## config.mk

```make
export PLATFORM = sky130hd
export DESIGN_NAME = lsu_mem_ctrl_flat
export DESIGN_NICKNAME = d
export VERILOG_FILES = /design/src/rtl/riscv_pkg.sv /design/src/rtl/lsu_mem_ctrl_if.sv /design/src/rtl/lsu_load_align.sv /design/src/rtl/lsu_mem_ctrl.sv /design/src/flat_wrapper.sv
export SDC_FILE = /design/constraint.sdc
export NUM_CORES = 1
export LEC_CHECK = 0
export CAP_MARGIN = 15
export CORE_MARGIN = 10
export CORE_UTILIZATION = 45
export CTS_CLUSTER_SIZE = 20
export DETAILED_ROUTE_END_ITERATION = 10
export GPL_TIMING_DRIVEN = 0
export HOLD_SLACK_MARGIN = 0.1
export PLACE_DENSITY = 0.9
export SLEW_MARGIN = 20
export SYNTH_ARGS = -nofsm -noshare
export SYNTH_HDL_FRONTEND = slang
export SYNTH_SLANG_ARGS = --single-unit
```

## constraint.sdc

```tcl
create_clock -name clk -period 4.5 [get_ports clk]
set_input_delay 0.9 -clock clk [delete_from_list [all_inputs] [get_ports clk]]
set_output_delay 0.9 -clock clk [all_outputs]
set_load 0.005 [all_outputs]
```

## src/rtl/riscv_pkg.sv

```systemverilog
// Shared RV32I load/store definitions: funct3 encodings, LSU state type and
// the lane/legality helpers used by the memory controller.
package riscv_pkg;

    localparam logic [2:0] F3_B  = 3'b000;
    localparam logic [2:0] F3_H  = 3'b001;
    localparam logic [2:0] F3_W  = 3'b010;
    localparam logic [2:0] F3_BU = 3'b100;
    localparam logic [2:0] F3_HU = 3'b101;

    localparam int unsigned LSU_TIMEOUT_DEFAULT = 255;

    typedef enum logic [1:0] {
        LSU_IDLE,
        LSU_ACCESS,
        LSU_RESP
    } lsu_state_e;

    function automatic logic f3_legal(input logic we, input logic [2:0] f3);
        if (we) return f3 inside {F3_B, F3_H, F3_W};
        return f3 inside {F3_B, F3_H, F3_W, F3_BU, F3_HU};
    endfunction

    function automatic logic f3_aligned(input logic [2:0] f3, input logic [1:0] off);
        case (f3)
            F3_H, F3_HU: return !off[0];
            F3_W:        return off == 2'b00;
            default:     return 1'b1;
        endcase
    endfunction

    function automatic logic [3:0] store_be(input logic [2:0] f3, input logic [1:0] off);
        case (f3)
            F3_B:    return 4'b0001 << off;
            F3_H:    return off[1] ? 4'b1100 : 4'b0011;
            default: return 4'hF;
        endcase
    endfunction

    function automatic logic [31:0] store_data(input logic [2:0] f3, input logic [31:0] w);
        case (f3)
            F3_B:    return {4{w[7:0]}};
            F3_H:    return {2{w[15:0]}};
            default: return w;
        endcase
    endfunction

endpackage

```

## src/rtl/lsu_mem_ctrl_if.sv

```systemverilog
// Request interface (control FSM <-> LSU) and data-memory bus interface
// (LSU <-> memory) for the load/store controller.
interface lsu_req_if;
    logic        start;
    logic        we;
    logic [2:0]  funct3;
    logic [31:0] addr;
    logic [31:0] wdata;
    logic        busy;
    logic        done;
    logic        err;
    logic [31:0] rdata;

    modport master (output start, we, funct3, addr, wdata,
                    input  busy, done, err, rdata);
    modport slave  (input  start, we, funct3, addr, wdata,
                    output busy, done, err, rdata);
endinterface

interface lsu_mem_if;
    logic        mem_valid;
    logic        mem_we;
    logic [31:0] mem_addr;
    logic [3:0]  mem_be;
    logic [31:0] mem_wdata;
    logic        mem_ready;
    logic [31:0] mem_rdata;

    modport master (output mem_valid, mem_we, mem_addr, mem_be, mem_wdata,
                    input  mem_ready, mem_rdata);
    modport slave  (input  mem_valid, mem_we, mem_addr, mem_be, mem_wdata,
                    output mem_ready, mem_rdata);
endinterface

```

## src/rtl/lsu_load_align.sv

```systemverilog
// Selects the addressed byte/half of a bus word and sign- or zero-extends it.
module lsu_load_align
    import riscv_pkg::*;
(
    input  logic [31:0] word_i,
    input  logic [1:0]  off_i,
    input  logic [2:0]  funct3_i,
    output logic [31:0] data_o
);

    logic [7:0]  byte_sel;
    logic [15:0] half_sel;

    always_comb begin
        case (off_i)
            2'd0:    byte_sel = word_i[7:0];
            2'd1:    byte_sel = word_i[15:8];
            2'd2:    byte_sel = word_i[23:16];
            default: byte_sel = word_i[31:24];
        endcase
        half_sel = off_i[1] ? word_i[31:16] : word_i[15:0];
    end

    always_comb begin
        case (funct3_i)
            F3_B:    data_o = {{24{byte_sel[7]}}, byte_sel};
            F3_BU:   data_o = {24'h0, byte_sel};
            F3_H:    data_o = {{16{half_sel[15]}}, half_sel};
            F3_HU:   data_o = {16'h0, half_sel};
            default: data_o = word_i;
        endcase
    end

endmodule

```

## src/rtl/lsu_mem_ctrl.sv

```systemverilog
// Load/store memory controller: one-shot request -> valid/ready bus access.
// Define LSU_MISALIGN_TRAP_EN to make misaligned half/word accesses illegal.
module lsu_mem_ctrl
    import riscv_pkg::*;
#(
    parameter int unsigned TIMEOUT = LSU_TIMEOUT_DEFAULT
) (
    input  logic            clk,
    input  logic            rst,
    lsu_req_if.slave        req,
    lsu_mem_if.master       mem
);

    localparam logic [7:0] TIMEOUT_C = 8'(TIMEOUT);

    lsu_state_e  state_q, state_d;
    logic        we_q, we_d;
    logic [2:0]  f3_q, f3_d;
    logic [31:0] addr_q, addr_d;
    logic [31:0] wdata_q, wdata_d;
    logic        err_q, err_d;
    logic [31:0] rdata_q, rdata_d;
    logic [7:0]  cnt_q, cnt_d;
    logic [7:0]  cnt_inc;
    logic        access_ok;
    logic [31:0] ld_data;

`ifdef LSU_MISALIGN_TRAP_EN
    assign access_ok = f3_legal(req.we, req.funct3) && f3_aligned(req.funct3, req.addr[1:0]);
`else
    assign access_ok = f3_legal(req.we, req.funct3);
`endif

    assign cnt_inc = cnt_q + 8'd1;

    lsu_load_align u_align (
        .word_i   (mem.mem_rdata),
        .off_i    (addr_q[1:0]),
        .funct3_i (f3_q),
        .data_o   (ld_data)
    );

    always_ff @(posedge clk or posedge rst) begin
        if (rst) state_q <= LSU_IDLE;
        else     state_q <= state_d;
    end

    always_ff @(posedge clk or posedge rst) begin
        if (rst) begin
            we_q    <= 1'b0;
            f3_q    <= '0;
            addr_q  <= '0;
            wdata_q <= '0;
            err_q   <= 1'b0;
            rdata_q <= '0;
            cnt_q   <= '0;
        end else begin
            we_q    <= we_d;
            f3_q    <= f3_d;
            addr_q  <= addr_d;
            wdata_q <= wdata_d;
            err_q   <= err_d;
            rdata_q <= rdata_d;
            cnt_q   <= cnt_d;
        end
    end

    always_comb begin
        state_d = state_q;
        we_d    = we_q;
        f3_d    = f3_q;
        addr_d  = addr_q;
        wdata_d = wdata_q;
        err_d   = err_q;
        rdata_d = rdata_q;
        cnt_d   = cnt_q;
        unique case (state_q)
            LSU_IDLE: begin
                if (req.start) begin
                    we_d    = req.we;
                    f3_d    = req.funct3;
                    addr_d  = req.addr;
                    wdata_d = req.wdata;
                    cnt_d   = '0;
                    if (access_ok) begin
                        err_d   = 1'b0;
                        state_d = LSU_ACCESS;
                    end else begin
                        err_d   = 1'b1;
                        rdata_d = '0;
                        state_d = LSU_RESP;
                    end
                end
            end
            LSU_ACCESS: begin
                // mem_ready wins over a timeout landing in the same cycle
                if (mem.mem_ready) begin
                    if (!we_q) rdata_d = ld_data;
                    state_d = LSU_RESP;
                end else if (cnt_inc == TIMEOUT_C) begin
                    err_d   = 1'b1;
                    rdata_d = '0;
                    state_d = LSU_RESP;
                end else begin
                    cnt_d = cnt_inc;
                end
            end
            LSU_RESP: state_d = LSU_IDLE;
            default:  state_d = LSU_IDLE;
        endcase
    end

    always_comb begin
        req.busy      = state_q != LSU_IDLE;
        req.done      = state_q == LSU_RESP;
        req.err       = (state_q == LSU_RESP) && err_q;
        req.rdata     = rdata_q;
        mem.mem_valid = 1'b0;
        mem.mem_we    = 1'b0;
        mem.mem_addr  = '0;
        mem.mem_be    = '0;
        mem.mem_wdata = '0;
        if (state_q == LSU_ACCESS) begin
            mem.mem_valid = 1'b1;
            mem.mem_we    = we_q;
            mem.mem_addr  = {addr_q[31:2], 2'b00};
            mem.mem_be    = we_q ? store_be(f3_q, addr_q[1:0]) : 4'hF;
            mem.mem_wdata = we_q ? store_data(f3_q, wdata_q) : '0;
        end
    end

endmodule

```

## src/flat_wrapper.sv

```systemverilog
// flat-port wrapper written by rule: the top's interface ports become plain ports
module lsu_mem_ctrl_flat import riscv_pkg::*;
#(
    parameter int unsigned TIMEOUT = LSU_TIMEOUT_DEFAULT
)
  (clk, rst, req_start, req_we, req_funct3, req_addr, req_wdata, req_busy, req_done, req_err, req_rdata, mem_mem_valid, mem_mem_we, mem_mem_addr, mem_mem_be, mem_mem_wdata, mem_mem_ready, mem_mem_rdata);
  lsu_req_if req_i ();
  lsu_mem_if mem_i ();
  input  logic clk;
  input  logic rst;
  input wire logic [$bits(req_i.start)-1:0] req_start;
  input wire logic [$bits(req_i.we)-1:0] req_we;
  input wire logic [$bits(req_i.funct3)-1:0] req_funct3;
  input wire logic [$bits(req_i.addr)-1:0] req_addr;
  input wire logic [$bits(req_i.wdata)-1:0] req_wdata;
  output wire logic [$bits(req_i.busy)-1:0] req_busy;
  output wire logic [$bits(req_i.done)-1:0] req_done;
  output wire logic [$bits(req_i.err)-1:0] req_err;
  output wire logic [$bits(req_i.rdata)-1:0] req_rdata;
  output wire logic [$bits(mem_i.mem_valid)-1:0] mem_mem_valid;
  output wire logic [$bits(mem_i.mem_we)-1:0] mem_mem_we;
  output wire logic [$bits(mem_i.mem_addr)-1:0] mem_mem_addr;
  output wire logic [$bits(mem_i.mem_be)-1:0] mem_mem_be;
  output wire logic [$bits(mem_i.mem_wdata)-1:0] mem_mem_wdata;
  input wire logic [$bits(mem_i.mem_ready)-1:0] mem_mem_ready;
  input wire logic [$bits(mem_i.mem_rdata)-1:0] mem_mem_rdata;
  assign req_i.start = req_start;
  assign req_i.we = req_we;
  assign req_i.funct3 = req_funct3;
  assign req_i.addr = req_addr;
  assign req_i.wdata = req_wdata;
  assign req_busy = req_i.busy;
  assign req_done = req_i.done;
  assign req_err = req_i.err;
  assign req_rdata = req_i.rdata;
  assign mem_mem_valid = mem_i.mem_valid;
  assign mem_mem_we = mem_i.mem_we;
  assign mem_mem_addr = mem_i.mem_addr;
  assign mem_mem_be = mem_i.mem_be;
  assign mem_mem_wdata = mem_i.mem_wdata;
  assign mem_i.mem_ready = mem_mem_ready;
  assign mem_i.mem_rdata = mem_mem_rdata;
  lsu_mem_ctrl #(.TIMEOUT(TIMEOUT)) u_core (.clk(clk), .rst(rst), .req(req_i), .mem(mem_i));
endmodule
```

Word level (Yosys, flattened, before mapping)
Index checks and enable logic that the tools add are counted.
{ "classes": {"addsub": 1, "n_eq_ne": 19, "n_shift": 1, "mux": 36, "reduce_logical": 14} }
{ "op_table": {"columns": ["operator", "n"], "rows": [
  ["32-bit two-way mux", 8],
  ["32-bit one-hot mux with 2 select lines", 2],
  ["32-bit one-hot mux with 4 select lines", 1],
  ["8-bit two-way mux", 3],
  ["8-bit one-hot mux with 3 select lines", 1],
  ["16-bit two-way mux", 1],
  ["8-bit one-hot mux with 2 select lines", 1],
  ["3-bit equality test, second input constant", 4],
  ["4-bit two-way mux", 3],
  ["1-bit two-way mux", 9],
  ["8-bit by 1-bit adder with 8-bit output, second input constant", 1],
  ["8-bit equality test, second input constant", 1],
  ["2-bit two-way mux", 4],
  ["2-bit != test, second input constant", 4],
  ["4-bit one-hot mux with 2 select lines", 1],
  ["4-bit AND reduction", 2],
  ["3-bit by 1-bit equality test with 1-bit output, second input constant", 2],
  ["3-bit logical NOT", 2],
  ["5-bit AND reduction", 1],
  ["5-bit nonzero test", 1],
  ["2-bit by 1-bit equality test with 1-bit output, second input constant", 2],
  ["2-bit equality test, second input constant", 2],
  ["2-bit logical NOT", 2],
  ["2-bit one-hot mux with 2 select lines", 1],
  ["other kinds (10)", 12]
]} }
{ "totals": {"register_bits": 111, "inputBits": 104, "out_inout_bits": 105, "elab_cells": 79} }

Depth between registers and ports, before layout
{ "depth": {"word_depth": 7, "ltp_mapped": 9, "ltp_nobuf": 7} }

Hierarchy
Synthesis repeated with hierarchy kept, for this count alone.
{ "unflattened": {"cells_unflattened": 793, "hier_area_um2": 6540.0} }
{ "by_module_without_submodules": {"columns": ["module", "n_inst", "cells_each", "area_each_um2", "seq_area_each_um2"], "rows": [
  ["lsu_mem_ctrl", 1, 660, 5570.3, 2777.7],
  ["lsu_load_align", 1, 133, 969.7, 0.0]
]} }

Least setup slack after synthesis
Ideal clock, no wire load.
{ "synth_timing": {"path_kind": "reg-to-reg", "startpoint": "register u_core.cnt_q[0]", "endpoint": "register u_core.rdata_q[16], in the netlist u_core.req.rdata[16]", "setup_time_ps": 126, "t_arrival_ps": 2293, "slack_ps": 2080, "stages_incl_launch_ff": 9, "synth_period_minus_slack_ps": 2420, "path_cell_list": "dfrtp_1 > ha_1 > nand3_1 > or2_2 > a221o_1 > nor4_4 > o21ai_2 > buf_6 > a221o_1"} }
{ "synth_via": {"elab_chain_len": 4} }
{ "synth_lines": {"columns": ["element", "line_no", "rtl"], "rows": [
  ["start, declared", "lsu_mem_ctrl.sv:23", "logic [7:0] cnt_q, cnt_d;"],
  ["start signal, assigned", "lsu_mem_ctrl.sv:64", "cnt_q <= cnt_d;"],
  ["8-bit by 1-bit adder with 8-bit output", "lsu_mem_ctrl.sv:34", "assign cnt_inc = cnt_q + 8'd1;"],
  ["8-bit equality test", "lsu_mem_ctrl.sv:100", "end else if (cnt_inc == TIMEOUT_C) begin"],
  ["3-bit by 2-bit != test with 1-bit output (no source line)", null, null],
  ["5-bit AND reduction (no source line)", null, null],
  ["end signal, assigned", "lsu_mem_ctrl.sv:63", "rdata_q <= rdata_d;"],
  ["end, declared", "lsu_mem_ctrl.sv:22", "logic [31:0] rdata_q, rdata_d;"]
]} }
No other way between the ends.
A chain may end at the register's enable or synchronous reset.

Worst setup path in the final report
{ "layout_timing": {"startpoint": "register u_core.f3_q[1]", "endpoint": "output port mem_mem_wdata[30]"} }
{ "layout_via": {"elab_chain_len": 4, "word_cells_on_any_way": 5, "cone_classes": "1 x eq/ne; 3 x mux; 1 x reduce/logical"} }
{ "layout_lines": {"columns": ["element", "line_no", "rtl"], "rows": [
  ["start, declared", "lsu_mem_ctrl.sv:18", "logic [2:0] f3_q, f3_d;"],
  ["start signal, assigned", "lsu_mem_ctrl.sv:51", "f3_q <= '0;"],
  ["start signal, assigned", "lsu_mem_ctrl.sv:59", "f3_q <= f3_d;"],
  ["3-bit by 1-bit equality test with 1-bit output / 3-bit logical NOT (equally long branches)", "riscv_pkg.sv:41", "case (f3)"],
  ["32-bit one-hot mux with 2 select lines (*)", "riscv_pkg.sv:41", null],
  ["32-bit two-way mux (*)", "lsu_mem_ctrl.sv:128", "mem.mem_wdata = we_q ? store_data(f3_q, wdata_q) : '0;"],
  ["32-bit two-way mux (*)", "lsu_mem_ctrl.sv:123", "if (state_q == LSU_ACCESS) begin"],
  ["end, declared", "flat_wrapper.sv:24", "output wire logic [$bits(mem_i.mem_wdata)-1:0] mem_mem_wdata;"]
]} }
Mark *: on every way between the ends. The rest lies on a longest branch, timed or not.

==> run metrics <==
status=finished, final reports clean; final hold violations=0; post-synthesis sequential area ratio=0.484; Die Footprint=17700 um2; area grow syn2layout=46.0%; Placer Congestion=0.869; first-pass GRT wire length=32500 um; startpoint types=register; # port buffers=206; clk_skew=7.50 ps; kind of critical path=register to output port; Hold Path Depth=2; cell count along the critical path=6; CTS clk-pin slew, worst paths=70 ps; htree depth=3; Buf/Inv on CP=3; Chip Width=133 um; fin crit share=0.842; met2 wire length=9880 um; multi-input combinational cell area=2660 um2; critical path arrival=2890 ps; GR Util All Layers=0.231; DR WL met3=2420 um; worst vdd ir=341 uV; WHS=468 ps; Power Density=537 nW/um2; gate count of the mapped netlist=689; unrepaired setup endpoints after global routing=no; crit-path cells=clkbuf_1 -> nor2_1 -> clkbuf_1 -> nor2_1 -> a211oi_1 -> clkdlybuf4s50_1; Largest stage delay, worst path=600 ps; sequential cell area=2780 um2; Post-Syn Area=5740 um2; crit path from=u_core.f3_q[1]; DP HPWL=15700 um; Die Y=133 um; commonest non-fill, non-tap cell in the layout=nand2_1; Syn. warnings=0; Hold Path Origin=u_core.addr_q[27]; Routed WL=20700 um; Slew headroom=0.274; asr flop ratio synth=1.00; HP Class=register to register; Critical-path top delay cell=clkdlybuf4s50_1; reg2reg setup slack=1440 ps; most frequent cells in the layout=nand2_1 (252), clkdlybuf4s50_1 (206), dfrtp_1 (111); placed cells=1069; layout cells sized above 1=0.0361; max cap viols=0; Synth Area per Inst=8.32 um2; leak pwr=0.00385 uW; drt first pass iters=5; antenna cells=0; total clock buffers created by CTS=9; post-route DRC violation count=0; Fmax=0.264 GHz; Core Rows=41; top_reg_cell synth=dfrtp_1; Bufs on Longest Clock Path=2; Final min period=3790 ps; 1st-iter DRT viols=376; clk root buf=clkbuf_16; vias in the first global route=5933; Post-CTS Resized=0; worst slew pin tran=1080 ps; Clock Latency Late Sink=370 ps; # IOs=209; Critical Path End=mem_mem_wdata[30]; Slew Limit Fails=0; CP top delay family=buffers and inverters; Worst setup EP type=output port; total power=4500 uW; RR Startpoint=u_core.state_q[1]; reg2reg path depth=7; Setup Buffers After CTS=0; Starting Density=0.456; Nets=1014; Via Count=5827; Synth Register Bits=111; post-synthesis cell type count=47; WL per Instance=19.1 um; hold_buf cts=0; largest net degree at the start of global routing=60; CP Max Fanout=10; DRT antenna net count=0; Via density=5.37; reg2reg end=u_core.req.rdata[17]; CTS Sinks=111; initial antenna violation count=0; Critical Path RT=3600 ps; final setup fails=0; met1 wire length=7850 um; Std-Cell Core Area=12600 um2; Post-synth EDFFs=0; Top Metal Used=met4; Post-Layout Cell Count=1085; FILL cells=1013; CTS tree=built; grt total ovfl=0; setup TNS=0 ps
[through the flow]
step                setup WS, ps  instance area (um2)   util
floorplan                    669                 5740      -
global placement            -938                 8020  0.638
detailed placement          1090                 8050  0.640
CTS                          736                 8370  0.666
global route                 531                 8370  0.666
finish                       710                 8370  0.666
[routing by layer]
metal / vias to the layer above / global-route usage
met2: 291 / 0.385
met5: - / 0
met4: 0 / 0.0666
met3: 40 / 0.114
met1: 2780 / 0.256
li1: 2716 / -
[worst min-delay path, cell delays in order (launching register included)]
cell     delay, ps
dfrtp_1        340
nand2_1         50
nand2_1         50
[kinds of logic (layout without fill, tap and decap cells)]
kind of cell | Yosys count | count (layout) | share of synthesized area
other | 1 | 2 | 0.000654
flip-flops | 111 | 111 | 0.484
multiplexers | 18 | 18 | 0.0338
AND/OR/NAND/NOR | 351 | 351 | 0.268
XOR/XNOR | 2 | 2 | 0.00305
adder cells (fa/ha/maj) | 2 | 2 | 0.00436
buffers and inverters | 74 | 297 | 0.0530
AO/OA/AOI/OAI | 130 | 130 | 0.152
[synthesized netlist by cell type, types with 7 or more instances]
master	number	area [um2]
dfrtp_1	111	2780
nor3b_1	7	52.6
a21oi_1	40	200
mux2i_1	16	160
o21ai_0	22	110
a22oi_1	7	52.6
o221ai_1	7	61.3
clkbuf_1	39	146
nand2_1	252	946
a221o_1	18	180
and3_1	9	56.3
a211oi_1	9	67.6
and2_1	34	213
a21o_1	12	90.1
inv_1	24	90.1
nor2_1	18	67.6
[worst min path at each step]
stage	to
3_3_place_gp	u_core.addr_q[26]
5_1_grt	u_core.addr_q[21]
2_1_floorplan	u_core.addr_q[10]
3_5_place_dp	u_core.addr_q[27]
6_report	u_core.addr_q[27]
4_1_cts	u_core.addr_q[4]
[final cells by class]
class                           count  area share
Tap cell                          172      0.0257
Clock buffer                        9      0.0269
Sequential cell                   111       0.332
Buffer                             50      0.0256
Timing Repair Buffer              207       0.250
Multi-Input combinational cell    505       0.317
Clock inverter                      7      0.0117
Inverter                           24      0.0114
[sequential cells by signal (all words and copies together), names as in the netlist]
signal            flops
u_core.addr_q        32
u_core.req.rdata     32
u_core.err_q          1
u_core.f3_q           3
u_core.wdata_q       32
u_core.cnt_q          8
u_core.state_q        2
u_core.we_q           1
[report_power, final]
| part | internal, uW | total, uW | switching (uW) |
|---|---|---|---|
| logic | 891 | 1940 | 1050 |
| clock network | 489 | 875 | 386 |
| registers | 1390 | 1690 | 295 |
(Power assumes the default switching activity.)
